===== config.mk =====
export PLATFORM = sky130hd
export DESIGN_NAME = alarm_sequencer
export DESIGN_NICKNAME = d
export VERILOG_FILES = /design/src/rtl/alarm_pkg.sv /design/src/rtl/alarm_tick_gen.sv /design/src/rtl/alarm_sequencer.sv
export SDC_FILE = /design/constraint.sdc
export NUM_CORES = 1
export LEC_CHECK = 0
export CAP_MARGIN = 20
export CORE_UTILIZATION = 39
export CTS_CLUSTER_DIAMETER = 40
export DETAILED_ROUTE_END_ITERATION = 16
export PLACE_DENSITY = 0.64
export SYNTH_ARGS = -nofsm -noshare
export SYNTH_HDL_FRONTEND = slang
export SYNTH_HIERARCHICAL = 1
export SYNTH_SLANG_ARGS = --single-unit

===== constraint.sdc =====
create_clock -name clk -period 3.47 [get_ports clk]
set_input_delay 0.694 -clock clk [delete_from_list [all_inputs] [get_ports clk]]
set_output_delay 0.694 -clock clk [all_outputs]
set_load 0.05 [all_outputs]

===== src/rtl/alarm_pkg.sv =====
// Shared state encoding and default timing for the alarm sequencer.
package alarm_pkg;

   typedef enum logic [2:0] {
      DISARMED    = 3'd0,
      EXIT_DELAY  = 3'd1,
      ARMED       = 3'd2,
      ENTRY_DELAY = 3'd3,
      ALARM       = 3'd4
   } state_t;

   localparam int DEF_TICK_DIV    = 25_000_000;
   localparam int DEF_EXIT_TICKS  = 60;
   localparam int DEF_ENTRY_TICKS = 30;
   localparam int DEF_ALARM_TICKS = 360;

   function automatic logic is_armed(input state_t s);
      return (s == ARMED) || (s == ENTRY_DELAY) || (s == ALARM);
   endfunction

   function automatic logic is_delay(input state_t s);
      return (s == EXIT_DELAY) || (s == ENTRY_DELAY);
   endfunction

endpackage


===== src/rtl/alarm_tick_gen.sv =====
// Tick prescaler: one-cycle tick every TICK_DIV clocks, restartable.
module alarm_tick_gen
   import alarm_pkg::*;
#(
   parameter int TICK_DIV = DEF_TICK_DIV
) (
   input  logic clk,
   input  logic rst,
   input  logic clr,
   output logic tick
);

   localparam int CW = (TICK_DIV > 1) ? $clog2(TICK_DIV) : 1;
   localparam logic [CW-1:0] LAST = CW'(TICK_DIV - 1);

   logic [CW-1:0] cnt_q;

   assign tick = (cnt_q == LAST);

   always_ff @(posedge clk) begin
      if (rst || clr || tick)
         cnt_q <= '0;
      else
         cnt_q <= cnt_q + 1'b1;
   end

endmodule


===== src/rtl/alarm_sequencer.sv =====
// Arm/disarm sequencer with exit/entry delays and a timed siren.
module alarm_sequencer
   import alarm_pkg::*;
#(
   parameter int                NZONES       = 4,
   parameter logic [NZONES-1:0] INSTANT_MASK = NZONES'(1),
   parameter int                TICK_DIV     = DEF_TICK_DIV,
   parameter int                EXIT_TICKS   = DEF_EXIT_TICKS,
   parameter int                ENTRY_TICKS  = DEF_ENTRY_TICKS,
   parameter int                ALARM_TICKS  = DEF_ALARM_TICKS
) (
   input  logic              clk,
   input  logic              rst,
   input  logic              arm,
   input  logic              disarm,
   input  logic [NZONES-1:0] zone,
   output logic              buzzer_aux,
   output logic [2:0]        state,
   output logic [NZONES-1:0] tripped,
   output logic              arm_fault,
   output logic              armed_led
);

   localparam int MAX_EE = (EXIT_TICKS > ENTRY_TICKS) ? EXIT_TICKS : ENTRY_TICKS;
   localparam int MAXT   = (MAX_EE > ALARM_TICKS) ? MAX_EE : ALARM_TICKS;
   localparam int TW     = $clog2(MAXT + 1);

   localparam logic [TW-1:0] EXIT_LAST  = TW'(EXIT_TICKS - 1);
   localparam logic [TW-1:0] ENTRY_LAST = TW'(ENTRY_TICKS - 1);
   localparam logic [TW-1:0] ALARM_LAST = TW'(ALARM_TICKS - 1);
   localparam logic [TW-1:0] TSAT       = TW'(MAXT);

   state_t            st_q, st_n;
   logic [TW-1:0]     tcnt_q;
   logic              beep_q, beep_n;
   logic [NZONES-1:0] bypass_q, bypass_n;
   logic [NZONES-1:0] trip_n, active;
   logic              tick, clr;
   logic              fault_n, aux_n, led_n;
   logic              instant;

   alarm_tick_gen #(
      .TICK_DIV (TICK_DIV)
   ) u_tick (
      .clk  (clk),
      .rst  (rst),
      .clr  (clr),
      .tick (tick)
   );

   assign clr     = (st_n != st_q);
   assign active  = zone & ~bypass_q;
   assign instant = |(active & INSTANT_MASK);
   assign state   = st_q;

   always_ff @(posedge clk) begin
      if (rst) begin
         st_q       <= DISARMED;
         tcnt_q     <= '0;
         beep_q     <= 1'b0;
         bypass_q   <= '0;
         tripped    <= '0;
         arm_fault  <= 1'b0;
         buzzer_aux <= 1'b0;
         armed_led  <= 1'b0;
      end else begin
         st_q       <= st_n;
         beep_q     <= beep_n;
         bypass_q   <= bypass_n;
         tripped    <= trip_n;
         arm_fault  <= fault_n;
         buzzer_aux <= aux_n;
         armed_led  <= led_n;
         if (clr)
            tcnt_q <= '0;
         else if (tick && tcnt_q != TSAT)
            tcnt_q <= tcnt_q + 1'b1;
      end
   end

   // disarm outranks every other event in every state
   always_comb begin
      st_n     = st_q;
      bypass_n = bypass_q;
      trip_n   = tripped;
      fault_n  = 1'b0;
      unique case (st_q)
         DISARMED: begin
            if (arm && !disarm) begin
               if (|zone) begin
                  fault_n = 1'b1;
               end else begin
                  st_n   = EXIT_DELAY;
                  trip_n = '0;
               end
            end
         end
         EXIT_DELAY: begin
            if (disarm) begin
               st_n = DISARMED;
            end else if (tick && tcnt_q == EXIT_LAST) begin
               st_n     = ARMED;
               bypass_n = zone;
            end
         end
         ARMED: begin
            bypass_n = bypass_q & zone;
            if (disarm) begin
               st_n = DISARMED;
            end else if (instant) begin
               st_n   = ALARM;
               trip_n = active;
            end else if (|active) begin
               st_n   = ENTRY_DELAY;
               trip_n = active;
            end
         end
         ENTRY_DELAY: begin
            if (disarm) begin
               st_n = DISARMED;
            end else if (instant) begin
               st_n   = ALARM;
               trip_n = tripped | active;
            end else if (tick && tcnt_q == ENTRY_LAST) begin
               st_n = ALARM;
            end
         end
         ALARM: begin
            if (disarm) begin
               st_n = DISARMED;
            end else if (tick && tcnt_q == ALARM_LAST) begin
               st_n     = ARMED;
               bypass_n = zone;
            end
         end
         default: st_n = DISARMED;
      endcase
   end

   always_comb begin
      beep_n = beep_q ^ tick;
      if (clr && is_delay(st_n))
         beep_n = 1'b1;
      aux_n = 1'b0;
      if (is_delay(st_n))
         aux_n = beep_n;
      else if (st_n == ALARM)
         aux_n = 1'b1;
      led_n = is_armed(st_n);
   end

endmodule


# Word level (Yosys, flattened, before mapping)
# Index checks and enable logic that the tools add are counted.
dict set report totals {
  mem_bits_ro 0
  regBits 49
  ram_bits 0
  latchBits 0
  n_memories 0
}
dict set report op_classes {
  addsub 2
  bitwise_logic 7
  reduce_logical 21
  multipliers 0
  n_shift 0
  n_div 0
  n_eq_ne 24
  muxes 30
  magnitude_cmp 0
}
# op n
set ops {}
lappend ops {{$mux W4} 11}
lappend ops {{$mux W3} 12}
lappend ops {{$add A25 B1 Y25 const B} 1}
lappend ops {{$eq A25 B25 Y1 const B} 1}
lappend ops {{$pmux W4 S3} 2}
lappend ops {{$ne A2 B2 Y1 const B} 9}
lappend ops {{$pmux W3 S5} 1}
lappend ops {{$eq A3 B2 Y1 const B} 4}
lappend ops {{$add A9 B1 Y9 const B} 1}
lappend ops {{$eq A9 B5 Y1 const B} 1}
lappend ops {{$eq A9 B6 Y1 const B} 1}
lappend ops {{$eq A9 B9 Y1 const B} 1}
lappend ops {{$ne A9 B9 Y1 const B} 1}
lappend ops {{$and A4 B4 Y4} 2}
lappend ops {{$reduce_or A4 Y1} 2}
lappend ops {{$reduce_and A7 Y1} 1}
lappend ops {{$eq A3 B1 Y1 const B} 2}
lappend ops {{$eq A3 B3 Y1 const B} 2}
lappend ops {{$logic_and A1 B1 Y1} 6}
lappend ops {{$reduce_bool A3 Y1} 2}
lappend ops {{$logic_or A1 B1 Y1} 5}
lappend ops {{$reduce_and A5 Y1} 1}
lappend ops {{$mux W1} 4}
lappend ops {{$not A4 Y4} 1}
lappend ops {{9 further kinds} 10}

# Longest topological paths before layout
dict set report logic_depth {
  ltp_word 12
  depth_mapped 13
  ltp_nobuf 11
}

# Cells and area by module
# Netlist, hierarchy kept.
# mod seq_area_each_um2 area_each_um2 cells_per_inst instances
set by_module_without_submodules {}
lappend by_module_without_submodules {alarm_sequencer 480.5 1370.1 154 1}
lappend by_module_without_submodules {alarm_tick_gen 500.5 1196.1 133 1}

# Worst setup path before layout
# OpenSTA, ideal clock, no wires.
dict set report synth_path {
  kind {register to register}
  startpoint {reg u_tick.cnt_q[0]}
  endpoint {reg u_tick.cnt_q[10]}
  arrival_ps 2932
  slack_ps 420
  stages_incl_launch_ff 14
  path_buffers 2
  path_cell_list {dfxtp_1 -> ha_1 -> nand3_1 -> nor3_1 -> clkbuf_1 -> nand4b_1 -> o31ai_4 -> o31a_4 -> mux2i_2 -> or2_1 -> nor2_1 -> o31ai_2 -> buf_2 -> nor2_1}
}
dict set report synth_via {
  elab_chain_len 9
  elab_cells_between_ends 16
  cone_classes {1 x add/sub; 2 x eq/ne; 8 x mux; 5 x reduce/logical}
}
# element line_no
set synth_lines {}
lappend synth_lines {{start, declared} alarm_tick_gen.sv:16} ;# logic [CW-1:0] cnt_q;
lappend synth_lines {{start signal, assigned} alarm_tick_gen.sv:24} ;# cnt_q <= cnt_q + 1'b1;
lappend synth_lines {{$eq A25 B25 Y1 *} alarm_tick_gen.sv:18} ;# assign tick = (cnt_q == LAST);
lappend synth_lines {{named net tick} alarm_sequencer.sv:38} ;# logic tick, clr;
lappend synth_lines {{$logic_and A1 B1 Y1} alarm_sequencer.sv:124} ;# end else if (tick && tcnt_q == ENTRY_LAST) begin
lappend synth_lines {{$mux W3} alarm_sequencer.sv:124}
lappend synth_lines {{$mux W3} alarm_sequencer.sv:121} ;# end else if (instant) begin
lappend synth_lines {{$mux W3} alarm_sequencer.sv:119} ;# if (disarm) begin
lappend synth_lines {{$pmux W3 S5 *} alarm_sequencer.sv:87} ;# unique case (st_q)
lappend synth_lines {{$ne A3 B3 Y1 *} alarm_sequencer.sv:51} ;# assign clr = (st_n != st_q);
lappend synth_lines {{named net clr} alarm_sequencer.sv:38}
lappend synth_lines {{$logic_or A1 B1 Y1 * (2 in a row)} alarm_tick_gen.sv:21} ;# if (rst || clr || tick)
# Mark *: on every way through the listed nets, which the timed path passes. The rest lies on a longest branch.
# A chain may end at the register's enable or synchronous reset.

# Worst setup path in the final report
dict set report layout_path {
  startpoint {reg u_tick.cnt_q[13]}
  endpoint {reg u_tick.cnt_q[21]}
}
# Same word-level chain as after synthesis.

==> results.toml <==
[final_layout]
final_cells = 386
final_nets = 320
area_growth_pct = 13.02
num-fill-cells = 612
drive_above_1_share = 0.09709
antenna_cells = 0

[cts]
cts_resized = 0
cts_buffers = 5
hold_buffers = 0
cts_buffer_depth = 2
clkTransAtPathRegs_ps = 90
cts_root_buf = "clkbuf_8"
post_cts_buffers = 0
clock_latency_ps = 300
cts_sinks = 49
htreeDepth = 2
cts_tree = "done"

[timing]
max_freq_ghz = 0.3210
rsz0062_at_grt = "no"
setup_tns_ps = 0
worst_slew_pin_slew_ps = 693.2
min_period_over_period = 0.8979
setup_viol = 0
relSlewSlack = 0.5351
fin_skew_ps = 7.018
final-hold-violation-count = 0
slew_viol_final = 0
fin_crit_ps = 3116

[pwr]
power_density_mw_per_mm2 = 327.0
leakage_nw = 0.9564
power_w = 0.0009485
worst_ir_drop_vdd_mv = 0.1901

[yosys]
synth.avg_cell_area_um2 = 8.942
yosysWarnings = 6
async_flop_share = 0
mappedNetlistNets = 299
synth_edf_count = 0
ys.flop_type = "dfxtp_1"
yosysUniqueCellTypes = 58
ys_ff_latch = 49
syn_inst = 287
yosysSeqAreaShare = 0.3823
synth_area_mm2 = 0.002566

[placed_design]
placed_cells = 378
io_buffers = 17
place_congestion = 0.7943
dp_hpwl_um = 3939

[setup_path]
end_kind = "register"
crit_arrival_ps = 3300
crit_type = "reg -> reg"
critPathMaxFanout = 15
cp-start-kind = "register"
cp_data_required_time_ps = 3650

[die]
initial_core_util = 0.4041
io_pins = 18
die-area_mm2 = 0.006908
coreArea_mm2 = 0.006350
die_width_um = 83.12
die_h_um = 83.12
num_rows = 29

[global_route]
grt_first_pass_wirelength_um = 9328
grt_usage = 0.1613
grt_pass1_vias = 2078
globalRouteOverflowTotal = 0
grt_max_degree = 16
antenna_found_initial = 0

[run_status]
outcome = "finished, final reports clean"

[worst_hold_path]
hp-class = "reg -> reg"

[routing]
drt_iter0_drc = 94
drcViolationCount = 0
wl_per_cell_um = 14.05
postRouteAntennaNets = 0
dr.pass1.iters = 4
finalWirelength_um = 5424
via_per_inst = 5.705
num_vias = 2202

[flow_run]
maxCapViolCount = 0
worst paths after layout:
| check | start | to | slack, ps | depth (start not counted) |
|---|---|---|---|---|
| worst max-delay path | u_tick/cnt_q[13]$_SDFF_PP0_ | u_tick/cnt_q[21]$_SDFF_PP0_ | 350 | 13 |
| worst min-delay path | u_tick/cnt_q[24]$_SDFF_PP0_ | u_tick/cnt_q[24]$_SDFF_PP0_ | 490 | 2 |
| worst max register to register | u_tick/cnt_q[13]$_SDFF_PP0_ | u_tick/cnt_q[21]$_SDFF_PP0_ | 350 | 13 |
| worst min register to register | u_tick/cnt_q[24]$_SDFF_PP0_ | u_tick/cnt_q[24]$_SDFF_PP0_ | 490 | 2 |
report_power, final:
part,switching [W],leakage [nW],internal (W)
Sequential,0.00000397,0.395,0.000566
Combinational,0.0000288,0.516,0.0000205
Clock,0.000189,0.0450,0.000140
Total,0.000222,0.956,0.000727
registers in the layout (all words and copies together), names as in the netlist:
name / flops
buzzer_aux: 1
armed_led: 1
tcnt_q: 9
arm_fault: 1
bypass_q: 4
state: 3
beep_q: 1
tripped: 4
u_tick/cnt_q: 25
critical path, stage by stage, from the launching register on:
cell,delay [ps]
dfxtp_1,460
and4_2,260
nand4_1,150
nor3_1,230
buf_4,200
nand4b_1,220
o31ai_4,290
o31a_4,180
mux2i_2,240
or2_1,130
nor2_1,50
o31ai_2,200
buf_4,330
a21oi_1,60
stage by stage:
| step | util | setup WS (ps) | cell area [um2] | hold WS [ps] |
|---|---|---|---|---|
| floorplan | - | 420.4 | 2566 | 437.7 |
| global route | 0.4567 | 157.2 | 2900 | 517.6 |
| CTS | 0.4567 | 321.8 | 2900 | 486.9 |
| finish | 0.4567 | 354.3 | 2900 | 485.5 |
| global placement | 0.4437 | 371.0 | 2818 | 457.6 |
| detailed placement | 0.4437 | 326.3 | 2818 | 471.5 |
cells in the mapped netlist, types with 2 or more instances:
cell / number / area (um2)
dfxtp_1: 49 / 980.9
nor2_1: 27 / 101.4
a21oi_1: 19 / 95.09
nand3_1: 15 / 75.07
nand4_1: 15 / 93.84
xor2_1: 14 / 122.6
inv_1: 12 / 45.04
nand2_1: 11 / 41.29
nor4_1: 11 / 68.82
o31ai_1: 11 / 82.58
or4_1: 9 / 67.56
xnor2_1: 6 / 52.55
nor2b_1: 5 / 31.28
nor3_1: 5 / 25.02
and3_1: 4 / 25.02
buf_6: 4 / 45.04
clkbuf_1: 4 / 15.01
ha_1: 4 / 50.05
o21a_1: 4 / 30.03
o21ai_0: 4 / 20.02
o221a_1: 4 / 45.04
a22oi_1: 3 / 22.52
and2_1: 3 / 18.77
buf_2: 3 / 15.01
nor4b_1: 3 / 26.28
and4_1: 2 / 17.52
and4b_1: 2 / 20.02
nand3_2: 2 / 20.02
nand4b_1: 2 / 17.52
o21ai_1: 2 / 10.01
logic make-up (layout without fill, tap and decap cells):
group / after synthesis / after routing / share of synthesized area
buffers and inverters: 23 / 45 / 0.04680
DFF: 49 / 49 / 0.3823
muxes: 2 / 2 / 0.009263
and+or+nand+nor: 125 / 125 / 0.2847
adders and majority gates: 4 / 4 / 0.01950
AOI/OAI and AO/OA: 64 / 64 / 0.1892
xor gates and xnor gates: 20 / 20 / 0.06826
cell usage in the layout (no fill, tap or decap), types with 2 or more instances in the layout:
master,netlist,routed
nor3_1,5,5
nor4_1,11,11
inv_1,12,12
nand4b_1,2,2
nor2_1,27,27
xnor2_1,6,6
nand3_2,2,2
xor2_1,14,14
ha_1,4,4
clkinv_2,0,2
nand3_1,15,15
dfxtp_1,49,49
o21ai_1,2,2
nor4b_1,3,3
and3_1,4,4
buf_4,0,8
or4_1,9,9
o21a_1,4,4
a21oi_1,19,19
o221a_1,4,4
and4b_1,2,2
o21ai_0,4,4
nand4_1,15,15
clkbuf_8,0,5
a22oi_1,3,3
nor2b_1,5,5
o31ai_1,11,11
clkdlybuf4s50_1,0,17
and4_1,2,2
and2_1,3,3
nand2_1,11,11
routing by layer:
layer  vias to the layer above  part of all wire  GRT usage
met5                         -                 0          0
met4                         0            0.0094    0.05172
met3                         4             0.026    0.03280
met2                        33              0.48     0.2757
met1                      1039              0.48     0.2031
li1                       1126                 -          -
cell type report:
cell class | count | area, um2 | share of cell area
multi-input combinational | 215 | 1465 | 0.5052
sequential | 49 | 980.9 | 0.3382
timing repair buffer | 25 | 230.2 | 0.07938
tap | 77 | 96.34 | 0.03322
clock buffer | 6 | 72.57 | 0.02502
inverter | 12 | 45.04 | 0.01553
clock inverter | 2 | 10.01 | 0.003451
(Power assumes the default switching activity.)
